`src/rtl/retire_trace_pipe.sv`:
```
// retire_trace_pipe - shadow ISS/EX/MEM/WB trace pipeline that presents one retirement record per retired instruction
// Also tracks the retirement count, the sticky end-of-test flag and the sticky decode-type-error flag.
module retire_trace_pipe #(
  parameter int                XLEN      = 32,
  parameter int                CNT_W     = 32,
  parameter logic [XLEN-1:0]   END_INSTR = 'h0000000c,
  parameter logic [XLEN-1:0]   END_V0    = 'h0000000a
) (
  input  logic              clk,
  input  logic              reset,
  input  logic              fetch_valid,
  input  logic [XLEN-1:0]   pc_fetch,
  input  logic [XLEN-1:0]   instr_fetch,
  input  logic              stall_iss,
  input  logic              flush,
  input  logic              is_r_type_iss,
  input  logic              is_i_type_iss,
  input  logic              is_j_type_iss,
  input  logic [4:0]        rd_iss,
  input  logic [4:0]        rs_iss,
  input  logic [4:0]        rt_iss,
  input  logic              reg_wr_wb,
  input  logic [XLEN-1:0]   wr_data_wb,
  input  logic [XLEN-1:0]   v0_val,
  output logic              retire_valid,
  output logic [XLEN-1:0]   pc_ret,
  output logic [XLEN-1:0]   instr_ret,
  output logic              is_r_type_ret,
  output logic              is_i_type_ret,
  output logic              is_j_type_ret,
  output logic [4:0]        rd_ret,
  output logic [4:0]        rs_ret,
  output logic [4:0]        rt_ret,
  output logic              dest_wr_ret,
  output logic [XLEN-1:0]   dest_val_ret,
  output logic [CNT_W-1:0]  retire_count,
  output logic              sim_done,
  output logic              type_err
);

  typedef struct packed {
    logic            valid;
    logic [XLEN-1:0] pc;
    logic [XLEN-1:0] instr;
    logic            r_type;
    logic            i_type;
    logic            j_type;
    logic [4:0]      rd;
    logic [4:0]      rs;
    logic [4:0]      rt;
  } rec_t;

  logic            iss_valid_q, iss_valid_d;
  logic [XLEN-1:0] iss_pc_q, iss_pc_d;
  logic [XLEN-1:0] iss_instr_q, iss_instr_d;
  rec_t            ex_q, ex_d, mem_q, mem_d, wb_q, wb_d;

  logic [CNT_W-1:0] count_q, count_d;
  logic             sim_done_q, sim_done_d;
  logic             type_err_q, type_err_d;
  logic [1:0]       type_cnt;

  always_comb begin
    iss_valid_d = iss_valid_q;
    iss_pc_d    = iss_pc_q;
    iss_instr_d = iss_instr_q;
    ex_d        = ex_q;
    mem_d       = ex_q;
    wb_d        = mem_q;
    // A flushed EX record still shifts down but must never retire.
    mem_d.valid = ex_q.valid & ~flush;
    if (flush) begin
      iss_valid_d = 1'b0;
      ex_d        = '0;
    end else if (stall_iss) begin
      ex_d = '0;
    end else begin
      iss_valid_d = fetch_valid;
      iss_pc_d    = pc_fetch;
      iss_instr_d = instr_fetch;
      ex_d        = '{valid: iss_valid_q, pc: iss_pc_q, instr: iss_instr_q,
                      r_type: is_r_type_iss, i_type: is_i_type_iss,
                      j_type: is_j_type_iss, rd: rd_iss, rs: rs_iss, rt: rt_iss};
    end
  end

  assign type_cnt = {1'b0, wb_q.r_type} + {1'b0, wb_q.i_type} + {1'b0, wb_q.j_type};

  always_comb begin
    count_d    = count_q;
    sim_done_d = sim_done_q;
    type_err_d = type_err_q;
    if (wb_q.valid) begin
      count_d = count_q + 1'b1;
      if (wb_q.instr == END_INSTR && v0_val == END_V0) sim_done_d = 1'b1;
      if (type_cnt != 2'd1) type_err_d = 1'b1;
    end
  end

  always_ff @(posedge clk) begin
    if (reset) begin
      iss_valid_q <= 1'b0;
      iss_pc_q    <= '0;
      iss_instr_q <= '0;
      ex_q        <= '0;
      mem_q       <= '0;
      wb_q        <= '0;
      count_q     <= '0;
      sim_done_q  <= 1'b0;
      type_err_q  <= 1'b0;
    end else begin
      iss_valid_q <= iss_valid_d;
      iss_pc_q    <= iss_pc_d;
      iss_instr_q <= iss_instr_d;
      ex_q        <= ex_d;
      mem_q       <= mem_d;
      wb_q        <= wb_d;
      count_q     <= count_d;
      sim_done_q  <= sim_done_d;
      type_err_q  <= type_err_d;
    end
  end

  assign retire_valid  = wb_q.valid;
  assign pc_ret        = wb_q.pc;
  assign instr_ret     = wb_q.instr;
  assign is_r_type_ret = wb_q.r_type;
  assign is_i_type_ret = wb_q.i_type;
  assign is_j_type_ret = wb_q.j_type;
  assign rd_ret        = wb_q.rd;
  assign rs_ret        = wb_q.rs;
  assign rt_ret        = wb_q.rt;
  assign dest_wr_ret   = wb_q.valid & reg_wr_wb;
  assign dest_val_ret  = dest_wr_ret ? wr_data_wb : '0;
  assign retire_count  = count_q;
  assign sim_done      = sim_done_q;
  assign type_err      = type_err_q;

endmodule
```
`config.mk`:
```
export PLATFORM = sky130hd
export DESIGN_NAME = retire_trace_pipe
export DESIGN_NICKNAME = d
export VERILOG_FILES = /design/src/rtl/retire_trace_pipe.sv
export SDC_FILE = /design/constraint.sdc
export NUM_CORES = 1
export LEC_CHECK = 0
export CELL_PAD_IN_SITES_DETAIL_PLACEMENT = 1
export CELL_PAD_IN_SITES_GLOBAL_PLACEMENT = 2
export CORE_ASPECT_RATIO = 1.2
export CORE_MARGIN = 1.5
export CORE_UTILIZATION = 26
export CTS_BUF_LIST = sky130_fd_sc_hd__clkbuf_8
export CTS_CLUSTER_SIZE = 12
export DETAILED_ROUTE_END_ITERATION = 6
export PLACE_DENSITY_LB_ADDON = 0.1
export SETUP_SLACK_MARGIN = 0.2
export SYNTH_ARGS = -nofsm -noshare
export SYNTH_HDL_FRONTEND = slang
export SYNTH_SLANG_ARGS = --single-unit
```
`constraint.sdc`:
```
create_clock -name clk -period 2.1 [get_ports clk]
set_clock_uncertainty 0.15 [all_clocks]
set_input_delay 0.315 -clock clk [delete_from_list [all_inputs] [get_ports clk]]
set_output_delay 0.315 -clock clk [all_outputs]
set_load 0.005 [all_outputs]
```
==> results.json, run 1 <==
{
  "netlist_instances": 1055,
  "cts_inserted_buffers": 59,
  "cts.htree.levels": 2,
  "clockBufferDepth": 3,
  "core_area_um2": 40900,
  "seq_area_um2": 7040,
  "critPathArrivalTime_ns": 2.38,
  "r2r-end": "retire_count[25]",
  "wl_per_cell_um": 15.5,
  "synth.distinct_cells": 36,
  "gp_congestion": 0.728,
  "vias": 8419,
  "start_util_pct": 26.4,
  "ys_seq_area_share_pct": 64.4,
  "synth_seq_cells": 348,
  "slew-limit-headroom_pct": 75.1,
  "drc": 0,
  "power.internal_w": 0.0103,
  "avgSynthCellArea_um2": 10.3,
  "pre_cts_slack_ns": -0.0562,
  "grt_start_max_net_pins": 67,
  "die_h_um": 227,
  "drive_gt1_share_pct": 18.8,
  "rsz0062_at_grt": "yes",
  "critPathMaxFanout": 8,
  "grt_usage_pct": 14.3,
  "syn2layout_area_growth_pct": 54.8,
  "fmax_ghz": 0.485,
  "worstPathRequired_ns": 2.42,
  "drv_cap": 0,
  "power_w": 0.0133,
  "reg2reg_slack_ns": 0.04,
  "gr-total-overflow": 0,
  "status": "completed",
  "timing.hold.ws_ns": 0.111,
  "p_sw_w": 0.00294,
  "yosys_warnings": 0,
  "worstMarginPinSlew_ns": 0.371,
  "wirelength_um": 31200,
  "n_fill_cell": 4524,
  "setup_violations": 0,
  "critPathKind": "reg -> reg",
  "via_per_inst": 4.17,
  "min_period_ns": 2.06,
  "cts_tree": "yes",
  "critPathCapture": "retire_count[25]",
  "hold_viol": 0,
  "switching_share_pct": 22.1,
  "fin_util_pct": 40.9,
  "cts_root_buffer": "clkbuf_8",
  "multi_input_area_um2": 3940,
  "p_clk_share_pct": 44.7,
  "die_area_um2": 42900,
  "netlist_area_um2": 10800,
  "comb_power_share_pct": 4.8,
  "io_buffers": 301,
  "nets": 1589,
  "firstDrtPassIters": 4,
  "report.final.slew_viol_count": 0,
  "grt_pass1_wl_um": 48100,
  "p_seq_share_pct": 50.6,
  "final_cell_mix": "dfxtp_1, nor2b_1, clkdlybuf4s50_1",
  "die_w_um": 189,
  "vdd_ir_drop_max_mv": 0.445,
  "setup_ws_ns": 0.0401,
  "cp-startpoint": "retire_count[10]",
  "drtIter0Drc": 212,
  "reg2regPathDepth": 7,
  "rows": 81,
  "final_common_cell": "dfxtp_1",
  "hp-class": "in -> reg",
  "min_period_over_period_pct": 98.1,
  "ios": 302,
  "antenna_found_initial": 6,
  "syn_nets": 1209,
  "path_clk_slew_ns": 0.06,
  "hpwl_um": 19700,
  "grt_pass1_vias": 8709,
  "antenna_left": 0,
  "p_per_area_nw_per_um2": 792,
  "insertion_delay_ns": 0.59,
  "start_kind": "flip-flop",
  "clock-sinks": 348,
  "power_leakage_nw": 7.05,
  "r2r-start": "retire_count[10]",
  "cp-end-kind": "flip-flop"
}
-- layer usage --
layer	up-vias	track usage (%)	routed length [um]
met2	227	24.5	15100
li1	4199	-	-
met1	3924	17.0	13300
met4	6	5.04	732
met3	63	4.38	2070
met5	-	0	35
-- flip-flops by register name, summed over array words and instances (netlist names), 5 cells and up --
signal / flops
ex_q: 83
instr_ret: 32
iss_instr_q: 32
iss_pc_q: 32
mem_q: 83
pc_ret: 32
rd_ret: 5
retire_count: 32
rs_ret: 5
rt_ret: 5
-- kinds of logic (layout without fill, tap and decap cells) --
group | after synthesis | after routing | share of synthesized area (%)
compound gates | 102 | 102 | 4.97
xor+xnor | 12 | 12 | 0.971
fa+ha+maj | 2 | 2 | 0.300
buf+inv | 71 | 493 | 2.50
flops | 348 | 348 | 64.4
mux | 3 | 3 | 0.289
other cells | 0 | 3 | 0
simple gates | 517 | 517 | 26.6
-- repair_timing --
action                                 CTS  global route
buffers inserted                        22             1
hold buffers                            17             1
resized for setup                      360            36
endpoints found under the hold margin   28            11
setup endpoints to repair              165            51
cloned                                   5             1
pin swaps                               17             2
-- area by class of cell --
class                      count  area share [%]
sequential                   348            42.0
multi-input combinational    636            23.5
timing repair buffer         383            23.2
clock buffer                  78            6.41
tap                          539            4.02
clock inverter                25           0.679
inverter                       7           0.157
antenna                        3          0.0448
-- metrics by stage --
stage          cells  TNS, ns  instance area, um2
3_3_place_gp    1866   -0.463               14700
4_1_cts         2013        0               16500
6_report        2019        0               16800
3_5_place_dp    1866   -0.822               14700
2_1_floorplan   1055        0               10900
5_1_grt         2018  -0.0397               16800
-- worst max-delay path, stage by stage, from the launching register on --
cell     delay [ns]
dfxtp_4        0.36
nand4_4        0.11
buf_6          0.13
or4_4          0.61
buf_6          0.17
buf_6          0.12
o31ai_4        0.22
a21oi_2        0.07
-- worst min path at each step --
stage / slack [ns] / start / to / cells past startpoint
floorplan: 0.24 / flush / mem_q[82] / 1
global placement: 0.27 / ex_q[2] / mem_q[2] / 1
detailed placement: 0.27 / ex_q[75] / mem_q[75] / 1
CTS: -0.1 / reset / retire_count[25] / 2
global route: 0.08 / instr_fetch[16] / iss_instr_q[16] / 3
finish: 0.11 / pc_fetch[5] / iss_pc_q[5] / 3
-- cell usage after synthesis --
cell type / n / area share, %
dfxtp_1: 348 / 64
nor2b_1: 166 / 9.6
nand2_1: 136 / 4.7
and2_1: 84 / 4.9
a21oi_1: 83 / 3.8
clkbuf_1: 55 / 1.9
and3_1: 35 / 2.0
nor2_1: 19 / 0.66
nor4_1: 15 / 0.87
or4_1: 12 / 0.83
nand3_1: 11 / 0.51
nand4_1: 11 / 0.64
or3_1: 10 / 0.58
o31ai_1: 9 / 0.62
o21ai_0: 8 / 0.37
inv_1: 7 / 0.24
xnor2_1: 7 / 0.57
buf_1: 6 / 0.21
nor3_1: 5 / 0.23
xor2_1: 5 / 0.40
buf_2: 3 / 0.14
nor4b_1: 3 / 0.24
and4_1: 2 / 0.16
mux2i_1: 2 / 0.18
or2_2: 2 / 0.12
fa_1: 1 / 0.18
ha_1: 1 / 0.12
mux2_2: 1 / 0.10
nand2b_1: 1 / 0.058
nand3b_1: 1 / 0.069
nand4_2: 1 / 0.12
nand4_4: 1 / 0.20
nor3b_1: 1 / 0.069
nor4bb_1: 1 / 0.092
o22ai_1: 1 / 0.058
o41ai_1: 1 / 0.081
-- power groups by stage --
stage          combinational [W]  clock (W)  sequential [W]
3_3_place_gp            0.000636          0         0.00686
3_5_place_dp            0.000639          0         0.00687
6_report                0.000633    0.00593         0.00671
4_1_cts                 0.000647    0.00623         0.00671
5_1_grt                 0.000697    0.00658         0.00672
2_1_floorplan           0.000212          0         0.00686
No activity file was read; power rests on OpenSTA's default activity.
==> run 2, diff against run 1 <==
HOLD_SLACK_MARGIN = 0.12   (was unset)
==> results.json, run 2 (synthesis results as in run 1) <==
{
  "status": "completed",
  "critPathKind": "reg -> reg",
  "gp_congestion": 0.728,
  "hold_viol": 0,
  "core_area_um2": 40900,
  "cts_inserted_buffers": 59,
  "power_leakage_nw": 7.28,
  "ios": 302,
  "worstMarginPinSlew_ns": 0.386,
  "hp-class": "in -> reg",
  "comb_power_share_pct": 5.7,
  "clockBufferDepth": 3,
  "cp-end-kind": "flip-flop",
  "drtIter0Drc": 220,
  "insertion_delay_ns": 0.59,
  "slew-limit-headroom_pct": 74.3,
  "n_fill_cell": 4538,
  "min_period_ns": 2.09,
  "vdd_ir_drop_max_mv": 0.432,
  "power.internal_w": 0.0104,
  "start_kind": "flip-flop",
  "grt_start_max_net_pins": 67,
  "antenna_found_initial": 3,
  "grt_usage_pct": 14.5,
  "rsz0062_at_grt": "yes",
  "wl_per_cell_um": 15.2,
  "nets": 1653,
  "drc": 0,
  "clock-sinks": 348,
  "cts_tree": "yes",
  "worstPathRequired_ns": 2.48,
  "p_per_area_nw_per_um2": 769,
  "p_sw_w": 0.00297,
  "fmax_ghz": 0.479,
  "p_seq_share_pct": 50.1,
  "antenna_left": 0,
  "setup_violations": 0,
  "min_period_over_period_pct": 99.3,
  "p_clk_share_pct": 44.2,
  "gr-total-overflow": 0,
  "io_buffers": 301,
  "start_util_pct": 26.4,
  "critPathArrivalTime_ns": 2.46,
  "multi_input_area_um2": 3950,
  "cts_root_buffer": "clkbuf_8",
  "setup-tns-final_ns": 0,
  "wirelength_um": 31600,
  "critPathMaxFanout": 6,
  "die_h_um": 227,
  "die_area_um2": 42900,
  "path_clk_slew_ns": 0.06,
  "drive_gt1_share_pct": 18.2,
  "syn2layout_area_growth_pct": 60.9,
  "rows": 81,
  "fin_util_pct": 42.5,
  "grt_pass1_vias": 8981,
  "hpwl_um": 19700,
  "vias": 8648,
  "firstDrtPassIters": 4,
  "reg.largest.list": "ex_q: 83 flops, mem_q: 83 flops",
  "via_per_inst": 4.15,
  "final_cell_mix": "dfxtp_1, nor2b_1, clkdlybuf4s50_1",
  "seq_area_um2": 7040,
  "grt_pass1_wl_um": 49100,
  "switching_share_pct": 22.2,
  "die_w_um": 189,
  "report.final.slew_viol_count": 0,
  "cts.htree.levels": 2,
  "drv_cap": 0,
  "final_common_cell": "dfxtp_1"
}
-- run 2: final timing paths --
path                                       from  cells after the start  slack (ns)               end
worst max-delay path            retire_count[0]                      6        0.01  retire_count[30]
worst min-delay path               pc_fetch[20]                      3        0.17      iss_pc_q[20]
worst max register to register  retire_count[0]                      6        0.01  retire_count[30]
worst min register to register         mem_q[0]                      1        0.27         rt_ret[0]
-- run 2: what timing repair did --
action                                 CTS  global route
pin swaps                               17             8
endpoints found under the hold margin  123             0
setup buffers                           22             1
gates resized for setup                360            38
hold buffers                            82             0
gates cloned                             5             1
setup endpoints to repair              165            51
-- run 2: metrics by stage --
| stage | std cells | setup WS (ns) | total power (W) | area [um2] | hold WS (ns) |
|---|---|---|---|---|---|
| after floorplan | 1055 | 0.135 | 0.00707 | 10900 | 0.241 |
| after detailed placement | 1866 | -0.0562 | 0.00751 | 14700 | 0.275 |
| after global routing | 2082 | -0.0410 | 0.0141 | 17400 | 0.142 |
| after CTS | 2078 | 0.0456 | 0.0137 | 17200 | 0.121 |
| final | 2083 | 0.0141 | 0.0134 | 17400 | 0.166 |
| after global placement | 1866 | -0.0308 | 0.00750 | 14700 | 0.266 |
-- run 2: cell type report --
cell class | count | area share, %
Inverter | 7 | 0.151
Multi-Input combinational cell | 636 | 22.7
Clock inverter | 25 | 0.654
Antenna cell | 3 | 0.0431
Sequential cell | 348 | 40.4
Timing Repair Buffer | 447 | 26.0
Clock buffer | 78 | 6.16
Tap cell | 539 | 3.87
-- run 2: worst max-delay path: stages (launching register included) --
cell and delay (ns):
dfxtp_4 0.36, ha_4 0.13, nand4_1 0.10, or4_4 0.47, buf_8 0.16, or4_4 0.53
a21oi_2 0.14
-- run 2: power by group through the flow --
stage	clock network, W	registers (W)	logic, W
floorplan	0	0.00686	0.000212
global placement	0	0.00686	0.000636
detailed placement	0	0.00687	0.000639
CTS	0.00623	0.00671	0.000780
global route	0.00658	0.00672	0.000835
finish	0.00592	0.00671	0.000761
-- run 2: per-layer routing --
metal	wire length [um]	part of all wire (%)	GRT usage (%)	vias up
li1	-	-	-	4330
met1	13700	43	17.5	4037
met2	15200	48	24.7	221
met3	1990	6.3	4.04	60
met4	727	2.3	5.22	0
met5	0	0	0	-
==> run 3, diff against run 2 <==
CAP_MARGIN = 20   (was unset)
==> results of run 3 <==
No change in the layout: final DEF, timing and power equal those of run 2.
==> edit: new RTL, config.mk and constraints of run 2 <==
Make the reset (`reset`) asynchronous in one clocked block.
--- a/src/rtl/retire_trace_pipe.sv
+++ b/src/rtl/retire_trace_pipe.sv
@@ -97,7 +97,7 @@
     end
   end
 
-  always_ff @(posedge clk) begin
+  always_ff @(posedge clk or posedge reset) begin
     if (reset) begin
       iss_valid_q <= 1'b0;
       iss_pc_q    <= '0;
Formal check against the unedited RTL: differs if reset is asserted again (counterexample within 4 cycles, from zero or initial values and one cycle with reset high); with reset held inactive, the same outputs for 4 cycles.
==> edit against run 2 <==
The flow now finishes with violations (setup timing); synthesized area grew 2.4%; register-to-register slack gained 0.04 ns; sequential cell count is the same; design area grew 3.0%; first-iteration DRC count shrank 19%; count of clock-buffer cells in the layout grew 2; wire length shrank 9.8%; setup slack lost 0.096 ns; power grew 13%; critical path type is now register to primary output; critical endpoint is now dest_val_ret[5].
==> edit: results (changes against run 2) <==
worst-skew pair later-pin latency = 0.62 ns (+0.03 ns)
reg2reg end = retire_count[29]
Synth area leaders = dfrtp_1 (79%), mux2_2 (6.6%), and2_1 (4.9%)
met2 Use GR = 22.3% (-2.5 points)
metal3 WL = 2040 um (+2.4%)
worst reg-to-reg path cell count = 11 (+5)
met1 wire length = 11500 um (-16%)
drt initial violations = 178 (-19%)
worst setup margin = -0.0823 ns (-0.0965 ns)
initial antenna violation count = 1 (-2)
NumNets Final = 1314 (-21%)
NetSw = 3360 uW (+13%)
Async S/R FF share, synth = 100% (+100 points)
outcome = finished with violations
Most used DFF post-synth = dfrtp_1
GRT Util Overall = 13.4% (-1.1 points)
slew margin rel. = 68.0% (-6.3 points)
total leakage power = 0.00891 uW (+22%)
CP top delay family = buffers and inverters
CP arrival = 1.72 ns (-0.74 ns)
grt met1 use = 16.2% (-1.4 points)
number of global-route vias before repair = 8010 (-11%)
hold_sp = instr_fetch[6]
average via count per standard cell = 4.06 (-2.1%)
Hold Crit Endpoint = iss_instr_q[6]
# setup viols final = 28 (+28)
wire length per cell = 16.2 um (+6.9%)
Seq/Total Area, Yosys = 78.6% (+14 points)
first-pass GRT wire length = 44900 um (-8.6%)
Hold Path Cell Cnt = 2 (-1)
power share of the sequential group = 48.4% (-1.7 points)
filler cell count in the final layout = 4272 (-5.9%)
share of cells above drive strength 1 = 28.6% (+10 points)
IR Drop Worst-Case VDD = 0.443 mV (+2.5%)
failing checks = setup timing
Comb power = 1230 uW (+62%)
M3 GR Usage = 4.61% (+0.57 points)
count of cell types in the netlist = 33 (-8.3%)
largest stage delay on the critical path = 0.41 ns (-0.12 ns)
top post-synthesis cells by count = dfrtp_1 (348), and2_1 (86), mux2_2 (65), and3_1 (38), xnor2_1 (23)
## edit: how the worst max path moves through the flow
stage / from / endpoint / cells after the start
floorplan: reset / ex_q[0] / 1
global placement: v0_val[14] / sim_done / 5
detailed placement: v0_val[14] / sim_done / 5
CTS: retire_valid / dest_val_ret[18] / 5
global route: retire_valid / dest_val_ret[18] / 5
finish: retire_valid / dest_val_ret[5] / 5
## edit: timing repair
| action | 4_1_cts | 5_1_grt |
|---|---|---|
| setup endpoints to repair | 154 | 59 |
| setup buffers | 45 | 3 |
| hold endpoints to repair | 235 | 0 |
| gates cloned | 3 | 0 |
| pin swaps | 28 | 15 |
| resized for setup | 332 | 51 |
| hold buffers | 76 | 0 |
## edit: final cells by class
| cell class | instances | share of cell area, % |
|---|---|---|
| Antenna cell | 1 | 0.0139 |
| Clock buffer | 80 | 6.14 |
| Clock inverter | 31 | 1.35 |
| Inverter | 2 | 0.0628 |
| Multi-Input combinational cell | 292 | 14.6 |
| Sequential cell | 348 | 48.6 |
| Tap cell | 546 | 3.81 |
| Timing Repair Buffer | 457 | 25.5 |
## edit: through the flow
stage,worst slack [ns],hold slack (ns),std cells,setup TNS [ns],cell area (um2)
after floorplan,-3.02,0.181,667,-1052.16,11100
after global placement,-0.171,0.181,1518,-0.449,15000
after detailed placement,-0.154,0.186,1518,-0.834,15000
after CTS,-0.163,0.121,1753,-4.60,17700
after global routing,-0.185,0.132,1756,-5.25,17900
final,-0.0823,0.188,1757,-1.93,17900
## edit: logic make-up after synthesis
logic type / share of synthesized area (%)
AOI/OAI and AO/OA: 0.158
xor gates and xnor gates: 2.45
adders and majority gates: 0.294
buffers and inverters: 1.06
DFF: 78.6
muxes: 6.69
and+or+nand+nor: 10.8
